<file path="src/rtl/fpu_issue_ctrl.sv">
// FPU issue control: hazard scoreboard, writeback reservation shifter and
// divide/sqrt occupancy tracking for a single in-order FP issue port.
package fpu_issue_pkg;
  typedef enum logic [3:0] {
    FPU_NOP, FPU_ADD, FPU_SUB, FPU_MUL, FPU_MADD, FPU_MSUB, FPU_NMADD, FPU_NMSUB,
    F_DIV, F_SQRT, FPU_MIN, FPU_MAX, FPU_CMP_EQ, FPU_CMP_LT, FPU_CMP_LE, FPU_CVT
  } fpu_op_e;
endpackage

module fpu_issue_ctrl
  import fpu_issue_pkg::*;
#(
  parameter int unsigned LAT_FMA     = 3,
  parameter int unsigned LAT_DIVSQRT = 12
) (
  input  logic       clk_i,
  input  logic       rst_i,
  input  logic       flush_i,
  input  logic       op_valid_i,
  input  fpu_op_e    op_i,
  input  logic [4:0] rs1_i,
  input  logic [4:0] rs2_i,
  input  logic [4:0] rs3_i,
  input  logic [4:0] rd_i,
  input  logic       rs1_fp_i,
  input  logic       rs2_fp_i,
  input  logic       rs3_fp_i,
  input  logic       rd_fp_i,
  output logic       op_ready_o,
  output logic       fma_start_o,
  output logic       divsqrt_start_o,
  output logic       misc_start_o,
  output logic       wb_valid_o,
  output logic [4:0] wb_rd_o,
  output logic       wb_fp_o,
  output logic       busy_o
);

  typedef struct packed {
    logic       v;
    logic [4:0] rd;
    logic       fp;
  } slot_t;

  // Slot k holds the op writing back k cycles from now; slot 0 drives the
  // writeback outputs directly.
  slot_t       res_q [LAT_DIVSQRT];
  slot_t       res_d [LAT_DIVSQRT];
  logic [31:0] sb_q, sb_d;
  logic [4:0]  ds_cnt_q;
  logic        init_q;

  logic       is_nop, is_fma, is_ds, is_misc;
  logic [4:0] lat;
  logic       slot_taken, raw, waw, ds_busy, accept;

  always_comb begin
    is_nop  = 1'b0;
    is_fma  = 1'b0;
    is_ds   = 1'b0;
    is_misc = 1'b0;
    lat     = 5'd1;
    unique case (op_i)
      FPU_NOP: is_nop = 1'b1;
      FPU_ADD, FPU_SUB, FPU_MUL, FPU_MADD, FPU_MSUB, FPU_NMADD, FPU_NMSUB: begin
        is_fma = 1'b1;
        lat    = 5'(LAT_FMA);
      end
      F_DIV, F_SQRT: begin
        is_ds = 1'b1;
        lat   = 5'(LAT_DIVSQRT);
      end
      default: is_misc = 1'b1;
    endcase
  end

  always_comb begin
    // A latency of LAT_DIVSQRT lands beyond the last stored slot, which is always free.
    slot_taken = 1'b0;
    for (int unsigned k = 0; k < LAT_DIVSQRT; k++) begin
      if (5'(k) == lat) slot_taken = res_q[k].v;
    end
    raw     = (rs1_fp_i && sb_q[rs1_i]) || (rs2_fp_i && sb_q[rs2_i]) ||
              (rs3_fp_i && sb_q[rs3_i]);
    waw     = rd_fp_i && sb_q[rd_i];
    ds_busy = (ds_cnt_q != 5'd0);
    op_ready_o = !rst_i && !init_q && !flush_i &&
                 (is_nop || !(raw || waw || slot_taken || (is_ds && ds_busy)));
    accept          = op_valid_i && op_ready_o && !is_nop;
    fma_start_o     = accept && is_fma;
    divsqrt_start_o = accept && is_ds;
    misc_start_o    = accept && is_misc;
  end

  always_comb begin
    for (int unsigned k = 0; k < LAT_DIVSQRT; k++) begin
      res_d[k] = (k + 1 < LAT_DIVSQRT) ? res_q[k + 1] : '0;
    end
    // Writing at lat-1 of the shifted image places the op at slot lat-1 next
    // cycle, i.e. writeback exactly lat cycles after accept.
    if (accept) begin
      for (int unsigned k = 0; k < LAT_DIVSQRT; k++) begin
        if (5'(k + 1) == lat) res_d[k] = '{v: 1'b1, rd: rd_i, fp: rd_fp_i};
      end
    end
    sb_d = sb_q;
    if (res_q[0].v && res_q[0].fp) sb_d[res_q[0].rd] = 1'b0;
    if (accept && rd_fp_i) sb_d[rd_i] = 1'b1;
  end

  always_ff @(posedge clk_i) begin
    if (rst_i || flush_i) begin
      for (int unsigned k = 0; k < LAT_DIVSQRT; k++) res_q[k] <= '0;
      sb_q     <= '0;
      ds_cnt_q <= '0;
      init_q   <= rst_i;
    end else begin
      for (int unsigned k = 0; k < LAT_DIVSQRT; k++) res_q[k] <= res_d[k];
      sb_q   <= sb_d;
      init_q <= 1'b0;
      if (accept && is_ds) ds_cnt_q <= 5'(LAT_DIVSQRT - 1);
      else if (ds_busy)    ds_cnt_q <= ds_cnt_q - 5'd1;
    end
  end

  always_comb begin
    wb_valid_o = res_q[0].v;
    wb_rd_o    = res_q[0].rd;
    wb_fp_o    = res_q[0].fp;
    busy_o     = ds_busy;
    for (int unsigned k = 0; k < LAT_DIVSQRT; k++) begin
      if (res_q[k].v) busy_o = 1'b1;
    end
  end

endmodule

</file>
<file path="config.mk">
export PLATFORM = sky130hd
export DESIGN_NAME = fpu_issue_ctrl
export DESIGN_NICKNAME = d
export VERILOG_FILES = /design/src/rtl/fpu_issue_ctrl.sv
export SDC_FILE = /design/constraint.sdc
export NUM_CORES = 1
export LEC_CHECK = 0
export BUFFER_PORTS_ARGS = -buffer_cell sky130_fd_sc_hd__clkbuf_2
export CAP_MARGIN = 20
export CORE_MARGIN = 2
export CORE_UTILIZATION = 59
export CTS_CLUSTER_SIZE = 30
export DETAILED_ROUTE_END_ITERATION = 12
export GPL_TIMING_DRIVEN = 0
export PLACE_DENSITY = 0.79
export SLEW_MARGIN = 20
export SYNTH_ARGS = -nofsm -noshare
export SYNTH_HDL_FRONTEND = slang
export SYNTH_SLANG_ARGS = --single-unit
</file>
<file path="constraint.sdc">
create_clock -name clk_i -period 4.76 [get_ports clk_i]
set_clock_uncertainty 0.2 [all_clocks]
set_input_delay 0.714 -clock clk_i [delete_from_list [all_inputs] [get_ports clk_i]]
set_output_delay 0.714 -clock clk_i [all_outputs]
set_load 0.005 [all_outputs]
</file>
==> impl_metrics.toml, run 1 <==
[clock_tree]
clk_pin_slew_ns = 0.06
clk_path_buf_depth = 2
clkLatencyLatePin_ns = 0.51
htree_levels = 4
cts_root_buf = "clkbuf_8"
cts_tree = "done"
cts_inserted_buffers = 17
cts.sinks = 122

[logic_synthesis]
yosys.area.top_type_share_pct = 44.86
ys_types = 53
yosys.area.top_type = "dfxtp_1"
syn_area_um2 = 5444
syn_inst = 528
ys_ff_latch = 122
syn_area_per_cell_um2 = 10.31
ys_async_sr_fraction_pct = 0
synth_flop_cell = "dfxtp_1"
synth.net_count = 562
ys_top_cells_by_area = "dfxtp_1 45%, and2_1 7.9%, mux4_2 7.0%, mux2i_1 5.0%, o211ai_1 4.6%"
yosysSeqAreaShare_pct = 44.86
ys_warn_count = 0
synth_edf_count = 0

[global_route]
grt_max_degree = 17
grt_pass1_wl_um = 22360
antenna_found_initial = 0
first_global_vias = 4353
grt_overflow_total = 0
grt_usage_pct = 29.32

[routing]
drt_wl_total_um = 13980
first_pass_iters = 5
drc = 0
final_antenna_net_count = 0
viasPerCell = 6.437
wl_per_cell_um = 19.83
dr.first_iter.drc_count = 324
vias = 4538

[worst_setup_path]
crit_arrival_ns = 3.65
slowest_delay_ns = 0.59
crit_required_ns = 3.85
worstSetupPathType = "in -> out"
crit_fanout = 10
worst_setup_path_start_kind = "input port"
slowest_stage = "or4_4"
path_cells = "clkbuf_2 -> clkbuf_1 -> clkbuf_1 -> o32ai_1 -> a32oi_1 -> nand4_1 -> or4_4 -> buf_6 -> nor4_4 -> clkbuf_2"
endpoint_kind = "primary output"

[sta]
fin_tns_setup_ns = 0
tightest_slew_ns = 0.8552
setup_violations = 0
finalCriticalPeriod_ns = 4.560
fin_crit_sh_pct = 95.80
slew_violations = 0
max_freq_mhz = 219.3
timing.hold.ws_ns = 0.2103
slew_headroom_pct = 42.51
final_hold_viol_count = 0
worst_slack_ns = 0.2000
rsz0062_at_grt = "no"

[place]
dp_hpwl_um = 9848
placed_area_um2 = 5758
place_congestion = 0.9706
port_buffers = 35
dp_worst_setup_slack_ns = 0.1510
dp_cells = 674

[run_status]
outcome = "completed"

[pwr]
p_leak_nw = 2.438
p_sw_uw = 681.3
power.density_nw_per_um2 = 407.0
p_int_mw = 1.894
pwr-share-comb_pct = 12.4
pwr-share-clk_pct = 46.5
design_power_total_mw = 2.576
peakVddDrop_v = 0.0003990
power.share.switching_pct = 26.45
p_seq_share_pct = 41.1

[floorplanning]
num_rows = 35
die_area_um2 = 10010
start_util_pct = 59.77
die_w_um = 100.1
dieHeight_um = 100.1
ios = 44
core_um2 = 9109

[layout]
final_common_cell = "dfxtp_1"
most-common-layout-cells = "122 x dfxtp_1, 69 x and2_1, 38 x clkbuf_2"
area_delta_synth_final_pct = 16.25
drive_above_1_share_pct = 20.37
num-nets-final = 616
final_util_pct = 69.48
final_area_um2 = 6329
antennaDiodeCount = 0
fin_cells = 705

[run]
maxCapViolations = 0

[hold_path]
hold_class = "in -> reg"
-- path summary, 6_finish.rpt --
path | start | depth (start not counted) | endpoint | slack, ns
max reg2reg | ds_cnt_q[0]$_SDFFE_PP0P_ | 9 | sb_q[12]$_SDFF_PP0_ | 1.25
min | rst_i | 2 | init_q$_SDFF_PN0_ | 0.21
min reg2reg | res_q[0][16]$_SDFF_PP0_ | 1 | res_q[0][9]$_SDFF_PP0_ | 0.23
max | rd_i[0] | 10 | divsqrt_start_o | 0.20
-- state kept, by name, indices dropped and copies added (netlist names) --
name and count:
sb_q 32, res_q 84, init_q 1, ds_cnt_q 5
-- power groups by stage --
| stage | sequential (mW) | clock (mW) | combinational, mW |
|---|---|---|---|
| floorplan | 1.07 | 0 | 0.222 |
| global placement | 1.08 | 0 | 0.296 |
| detailed placement | 1.08 | 0 | 0.306 |
| CTS | 1.06 | 1.21 | 0.307 |
| global route | 1.06 | 1.26 | 0.351 |
| finish | 1.06 | 1.20 | 0.319 |
-- synth_stat cells, types with 11 or more instances --
master,instances
nand4_1,14
o31ai_1,14
nor2_1,14
a21oi_1,12
dfxtp_1,122
o211ai_1,33
and2_1,69
clkbuf_1,23
inv_1,11
mux4_2,17
nand2_1,17
mux2i_1,27
o21ai_0,36
-- critical path: cells and delay by family --
| family | cells | cell delay [ns] |
|---|---|---|
| buf+inv | 5 | 1.28 |
| compound gates | 2 | 0.43 |
| simple gates | 3 | 1.22 |
-- cell type report --
type	instances	area (µm²)
fill	681	2780
tap	111	138.9
timing repair buffer	35	175.2
inverter	11	41.29
sequential	122	2442
clock inverter	13	130.1
buffer	40	201.4
multi-input combinational	355	2771
clock buffer	18	427.9
-- what timing repair did --
action / CTS / global route
buffers inserted: 0 / 0
endpoints found under the setup margin: 0 / 1
resized for setup: 0 / 5
hold endpoints to repair: 0 / 0
hold buffers: 0 / 0
-- kinds of logic after synthesis --
group                    share of synthesized area, %
AO/OA/AOI/OAI                                   14.30
XOR/XNOR                                       0.4827
adder cells (fa/ha/maj)                        0.4596
buffers and inverters                           4.390
flip-flops                                      44.86
multiplexers                                    15.38
AND/OR/NAND/NOR                                 20.13
-- routing by layer --
layer  track usage (%)  part of all wire, %  vias to the layer above
met5                 0                    0                        -
met4             11.06                  2.5                        0
met3             6.825                  8.3                       35
li1                  -                    -                     2066
met2             48.49                   48                      258
met1             37.65                   41                     2179
Note: power is estimated with default switching activity, not from simulation.
==> inputs of run 2 (changes only) <==
--- a/config.mk
+++ b/config.mk
@@ -13,6 +13,7 @@
 export DETAILED_ROUTE_END_ITERATION = 12
 export GPL_TIMING_DRIVEN = 0
 export PLACE_DENSITY = 0.79
+export RECOVER_POWER = 50
 export SLEW_MARGIN = 20
 export SYNTH_ARGS = -nofsm -noshare
 export SYNTH_HDL_FRONTEND = slang
==> constraint.sdc (replaced) <==
create_clock -name clk_i -period 4.76 [get_ports clk_i]
set_clock_uncertainty 0.2 [all_clocks]
set_input_delay 0.714 -clock clk_i [delete_from_list [all_inputs] [get_ports clk_i]]
set_output_delay 0.714 -clock clk_i [all_outputs]
set_load 0.1 [all_outputs]
==> impl_metrics.toml, run 2 (synthesis gave the netlist of run 1 again) <==
[floorplanning]
die_area_um2 = 10010
core_um2 = 9109
dieHeight_um = 100.1
ios = 44
die_w_um = 100.1
num_rows = 35
start_util_pct = 59.77

[layout]
final_common_cell = "dfxtp_1"
largestRegisters = "res_q: 84 flops, sb_q: 32 flops, ds_cnt_q: 5 flops"
fin_cells = 707
most-common-layout-cells = "122 x dfxtp_1, 39 x and2_0, 36 x o21ai_0"
largest_reg_flops = 84
area_delta_synth_final_pct = 16.57
num-nets-final = 617
antennaDiodeCount = 0
top_register = "res_q"
final_area_um2 = 6346
final_util_pct = 69.67
drive_above_1_share_pct = 20.81
fillCellCount = 685

[sta]
tightest_slew_ns = 1.165
slew_headroom_pct = 22.68
worst_slack_ns = 0.1715
final_hold_viol_count = 0
finalCriticalPeriod_ns = 4.589
rsz0062_at_grt = "no"
slew_violations = 0
fin_crit_sh_pct = 96.40
setup_violations = 0
max_freq_mhz = 217.9

[global_route]
grt_pass1_wl_um = 22050
first_global_vias = 4307
grt_usage_pct = 29.08
grt_max_degree = 17
grt_overflow_total = 0
antenna_found_initial = 0

[worst_setup_path]
endpoint_kind = "primary output"
crit_path_frequent_cell = "buf_2"
slowest_stage = "or4_4"
crit_buf_inv = 4
crit_arrival_ns = 3.67
cp_top_family = "buffers and inverters"
worst_setup_path_start_kind = "input port"
r2r-start = "sb_q[28]$_SDFF_PP0_"
slowest_delay_ns = 0.55
crit_fanout = 10
crit_required_ns = 3.85
cp-startpoint = "rs3_i[0]"
worstSetupPathType = "in -> out"
path_cells = "buf_2 -> mux4_2 -> mux2_2 -> o311a_1 -> or4_4 -> buf_6 -> buf_2 -> a21boi_2 -> clkbuf_2"

[hold_path]
worstHoldStart = "rst_i"
hold_class = "in -> reg"

[clock_tree]
htree_levels = 4
clk_path_buf_depth = 2
cts_inserted_buffers = 17
clkLatencyLatePin_ns = 0.52
postCtsHoldBufs = 0
cts_tree = "done"
cts_root_buf = "clkbuf_8"
cts.sinks = 122
clk_pin_slew_ns = 0.06

[run]
maxCapViolations = 0

[place]
dp_worst_setup_slack_ns = -0.1978
placed_area_um2 = 5774
dp_cells = 674
port_buffers = 35
dp_hpwl_um = 9497
place_congestion = 0.9517

[pwr]
p_leak_nw = 2.387
power.density_nw_per_um2 = 419.6
peakVddDrop_v = 0.0006007

[routing]
final_antenna_net_count = 0
first_pass_iters = 5
wl_per_cell_um = 19.65
drc = 0
viasPerCell = 6.399
dr.first_iter.drc_count = 326
vias = 4524
drt_wl_total_um = 13890

[run_status]
outcome = "completed"
==> run 2: per-stage QoR <==
step           TNS (ns)  hold WS [ns]  total power [mW]
6_report              0        0.2176             2.663
2_1_floorplan    -1.414        0.2057             1.395
3_5_place_dp    -0.1978        0.2144             1.483
5_1_grt               0        0.2139             2.754
3_3_place_gp    -0.1799        0.2094             1.470
4_1_cts               0        0.1850             2.670
==> run 2: what timing repair did <==
| item | 4_1_cts | 5_1_grt |
|---|---|---|
| buffers inserted | 0 | 1 |
| endpoints found under the setup margin | 1 | 4 |
| resized for setup | 5 | 3 |
| pin swaps | 0 | 1 |
==> run 2: area by class of cell <==
cell class / instances / area [µm²] / share of cell area, %
sequential: 122 / 2442 / 38.49
inverter: 11 / 41.29 / 0.6506
tap: 111 / 138.9 / 2.188
multi-input combinational: 355 / 2788 / 43.93
clock buffer: 19 / 441.7 / 6.960
timing repair buffer: 36 / 181.4 / 2.859
buffer: 40 / 202.7 / 3.194
clock inverter: 13 / 110.1 / 1.735
==> run 2: final timing paths <==
path              depth (start not counted)                 endpoint  slack [ns]
hold / removal                            2        init_q$_SDFF_PN0_        0.22
setup / recovery                          9               op_ready_o        0.17
setup reg to reg                          7       sb_q[7]$_SDFF_PP0_        1.35
hold reg to reg                           1  res_q[0][53]$_SDFF_PP0_        0.23
==> run 2: worst register-to-register path: stages (launching register included) <==
cell and delay, ns:
dfxtp_1 0.37, mux4_1 0.51, mux2_2 0.29, o21a_1 0.19, o311a_1 0.19, nor4_2 0.73
nand4_1 0.52, o21ai_0 0.32
==> run 2: metal layers <==
metal	GRT usage [%]	part of all wire [%]	up-vias
li1	-	-	2073
met1	36.40	40	2132
met2	47.40	47	265
met3	8.217	10	54
met4	12.33	3.4	0
met5	0	0	-
==> run 2: where the power goes <==
| part | switching [mW] | total (mW) | leakage (nW) | internal, mW |
|---|---|---|---|---|
| clock network | 0.501 | 1.18 | 0.262 | 0.681 |
| logic | 0.281 | 0.421 | 1.14 | 0.140 |
| registers | 0.0197 | 1.06 | 0.983 | 1.04 |
| total | 0.801 | 2.66 | 2.39 | 1.86 |
==> inputs of run 3 (changes only) <==
--- a/config.mk
+++ b/config.mk
@@ -9,9 +9,9 @@
 export CAP_MARGIN = 20
 export CORE_MARGIN = 2
 export CORE_UTILIZATION = 59
+export CTS_CLUSTER_DIAMETER = 100
 export CTS_CLUSTER_SIZE = 30
 export DETAILED_ROUTE_END_ITERATION = 12
-export GPL_TIMING_DRIVEN = 0
 export PLACE_DENSITY = 0.79
 export RECOVER_POWER = 50
 export SLEW_MARGIN = 20
==> impl_metrics.toml, run 3 (synthesis gave the netlist of run 1 again) <==
[worst_setup_path]
crit_fanout = 23
worst_setup_path_start_kind = "input port"
endpoint_kind = "primary output"
crit_required_ns = 3.85
r2r-start = "sb_q[23]$_SDFF_PP0_"
slowest_delay_ns = 0.67
path_cells = "clkbuf_2 -> mux4_1 -> mux2_2 -> o21a_1 -> o311a_1 -> or4_4 -> nor4_2 -> buf_12"
crit_arrival_ns = 3.51
cp-startpoint = "rs3_i[1]"
slowest_stage = "or4_4"
worstSetupPathType = "in -> out"

[clock_tree]
cts_inserted_buffers = 17
postCtsSetupBuffers = 0
cts_resized = 0
htree_levels = 4
cts_tree = "done"
clk_path_buf_depth = 2
clk_pin_slew_ns = 0.05
postCtsHoldBufs = 0
cts_root_buf = "clkbuf_8"
cts.sinks = 122
clkLatencyLatePin_ns = 0.51

[floorplanning]
die_area_um2 = 10010
num_rows = 35
core_um2 = 9109
dieHeight_um = 100.1
ios = 44
die_w_um = 100.1
start_util_pct = 59.77

[layout]
num-nets-final = 587
final_common_cell = "dfxtp_1"
antennaDiodeCount = 0
multi_input_area_um2 = 2773
area_delta_synth_final_pct = 16.11
most-common-layout-cells = "122 x dfxtp_1, 39 x clkbuf_2, 36 x o21ai_0"
final_area_um2 = 6321
fillCellCount = 665
largestRegisters = "res_q: 84 flops, sb_q: 32 flops, ds_cnt_q: 5 flops"
final_util_pct = 69.40
fin_cells = 676
largest_reg_flops = 84
regArea_um2 = 2442
drive_above_1_share_pct = 20.53
top_register = "res_q"

[global_route]
antenna_found_initial = 0
grt_pass1_wl_um = 22250
first_global_vias = 4262
grt_overflow_total = 0
grt_usage_pct = 29.04
grt_max_degree = 52

[routing]
final_antenna_net_count = 0
wl_per_cell_um = 20.59
first_pass_iters = 6
viasPerCell = 6.577
vias = 4446
drc = 0
drt_wl_total_um = 13920
dr.first_iter.drc_count = 515

[hold_path]
hold_class = "in -> reg"
worstHoldStart = "rst_i"

[pwr]
peakVddDrop_v = 0.0005749
p_leak_nw = 2.376
design_power_total_mw = 2.848
power.density_nw_per_um2 = 450.5

[place]
placed_area_um2 = 5692
dp_cells = 645
place_congestion = 0.9854
port_buffers = 43
dp_hpwl_um = 9157

[sta]
slew_violations = 51
fin_crit_sh_pct = 93.02
final_hold_viol_count = 0
rsz0062_at_grt = "no"
max_freq_mhz = 225.8
setup_violations = 0
tightest_slew_ns = 2.859
fin_tns_setup_ns = 0
finalCriticalPeriod_ns = 4.428
slew_headroom_pct = -91.28

[run_status]
outcome = "finished, violations left"
violations = "max-capacitance violations, max-slew violations"

[run]
maxCapViolations = 1
-- run 3: changes by cell type in the layout (fill, tap and decap cells not counted), moves of 3 or more --
cell,before,now
clkbuf_1,24,2
buf_2,8,0
clkbuf_2,32,39
and2_0,39,34
and2_1,30,35
bufinv_16,0,5
inv_6,5,0
buf_4,6,2
buf_12,0,3
buf_6,3,0
-- run 3: per-stage QoR --
step | worst slack [ns] | hold slack [ns]
floorplan | -0.5782 | 0.2057
global placement | 0.4628 | 0.2105
detailed placement | 0.3857 | 0.2127
CTS | 0.3486 | 0.1587
global route | 0.2038 | 0.1429
finish | 0.3323 | 0.1606
-- run 3: area by class of cell --
cell class / instances / share of cell area, %
clock buffer: 20 / 7.205
clock inverter: 11 / 3.048
inverter: 11 / 0.6532
multi-input combinational: 355 / 43.86
sequential: 122 / 38.64
tap: 111 / 2.197
timing repair buffer: 46 / 4.394
-- run 3: power breakdown --
part           switching (mW)  total [mW]  internal [mW]
Clock                   0.441        1.38          0.941
Sequential             0.0151        1.06           1.04
Combinational           0.278       0.411          0.132
Total                   0.734        2.85           2.11
-- run 3: metal layers --
metal  track usage [%]  up-vias  wire (µm)
met4             12.75        0        602
met5                 0        -          0
met2             45.27      252       6328
met3             8.705       62       1400
li1                  -     2011          -
met1             37.68     2121       5587
-- run 3: path summary, 6_finish.rpt --
path,depth (start not counted),slack [ns],endpoint
min reg2reg,1,0.23,res_q[0][53]$_SDFF_PP0_
max,8,0.33,fma_start_o
min,1,0.16,init_q$_SDFF_PN0_
max reg2reg,7,1.33,sb_q[14]$_SDFF_PP0_
-- run 3: critical path, delay by kind of cell --
kind                   cells  cell delay (ns)
buffers and inverters      2             0.45
AOI/OAI and AO/OA          2             0.36
muxes                      2             0.86
and+or+nand+nor            2             1.11
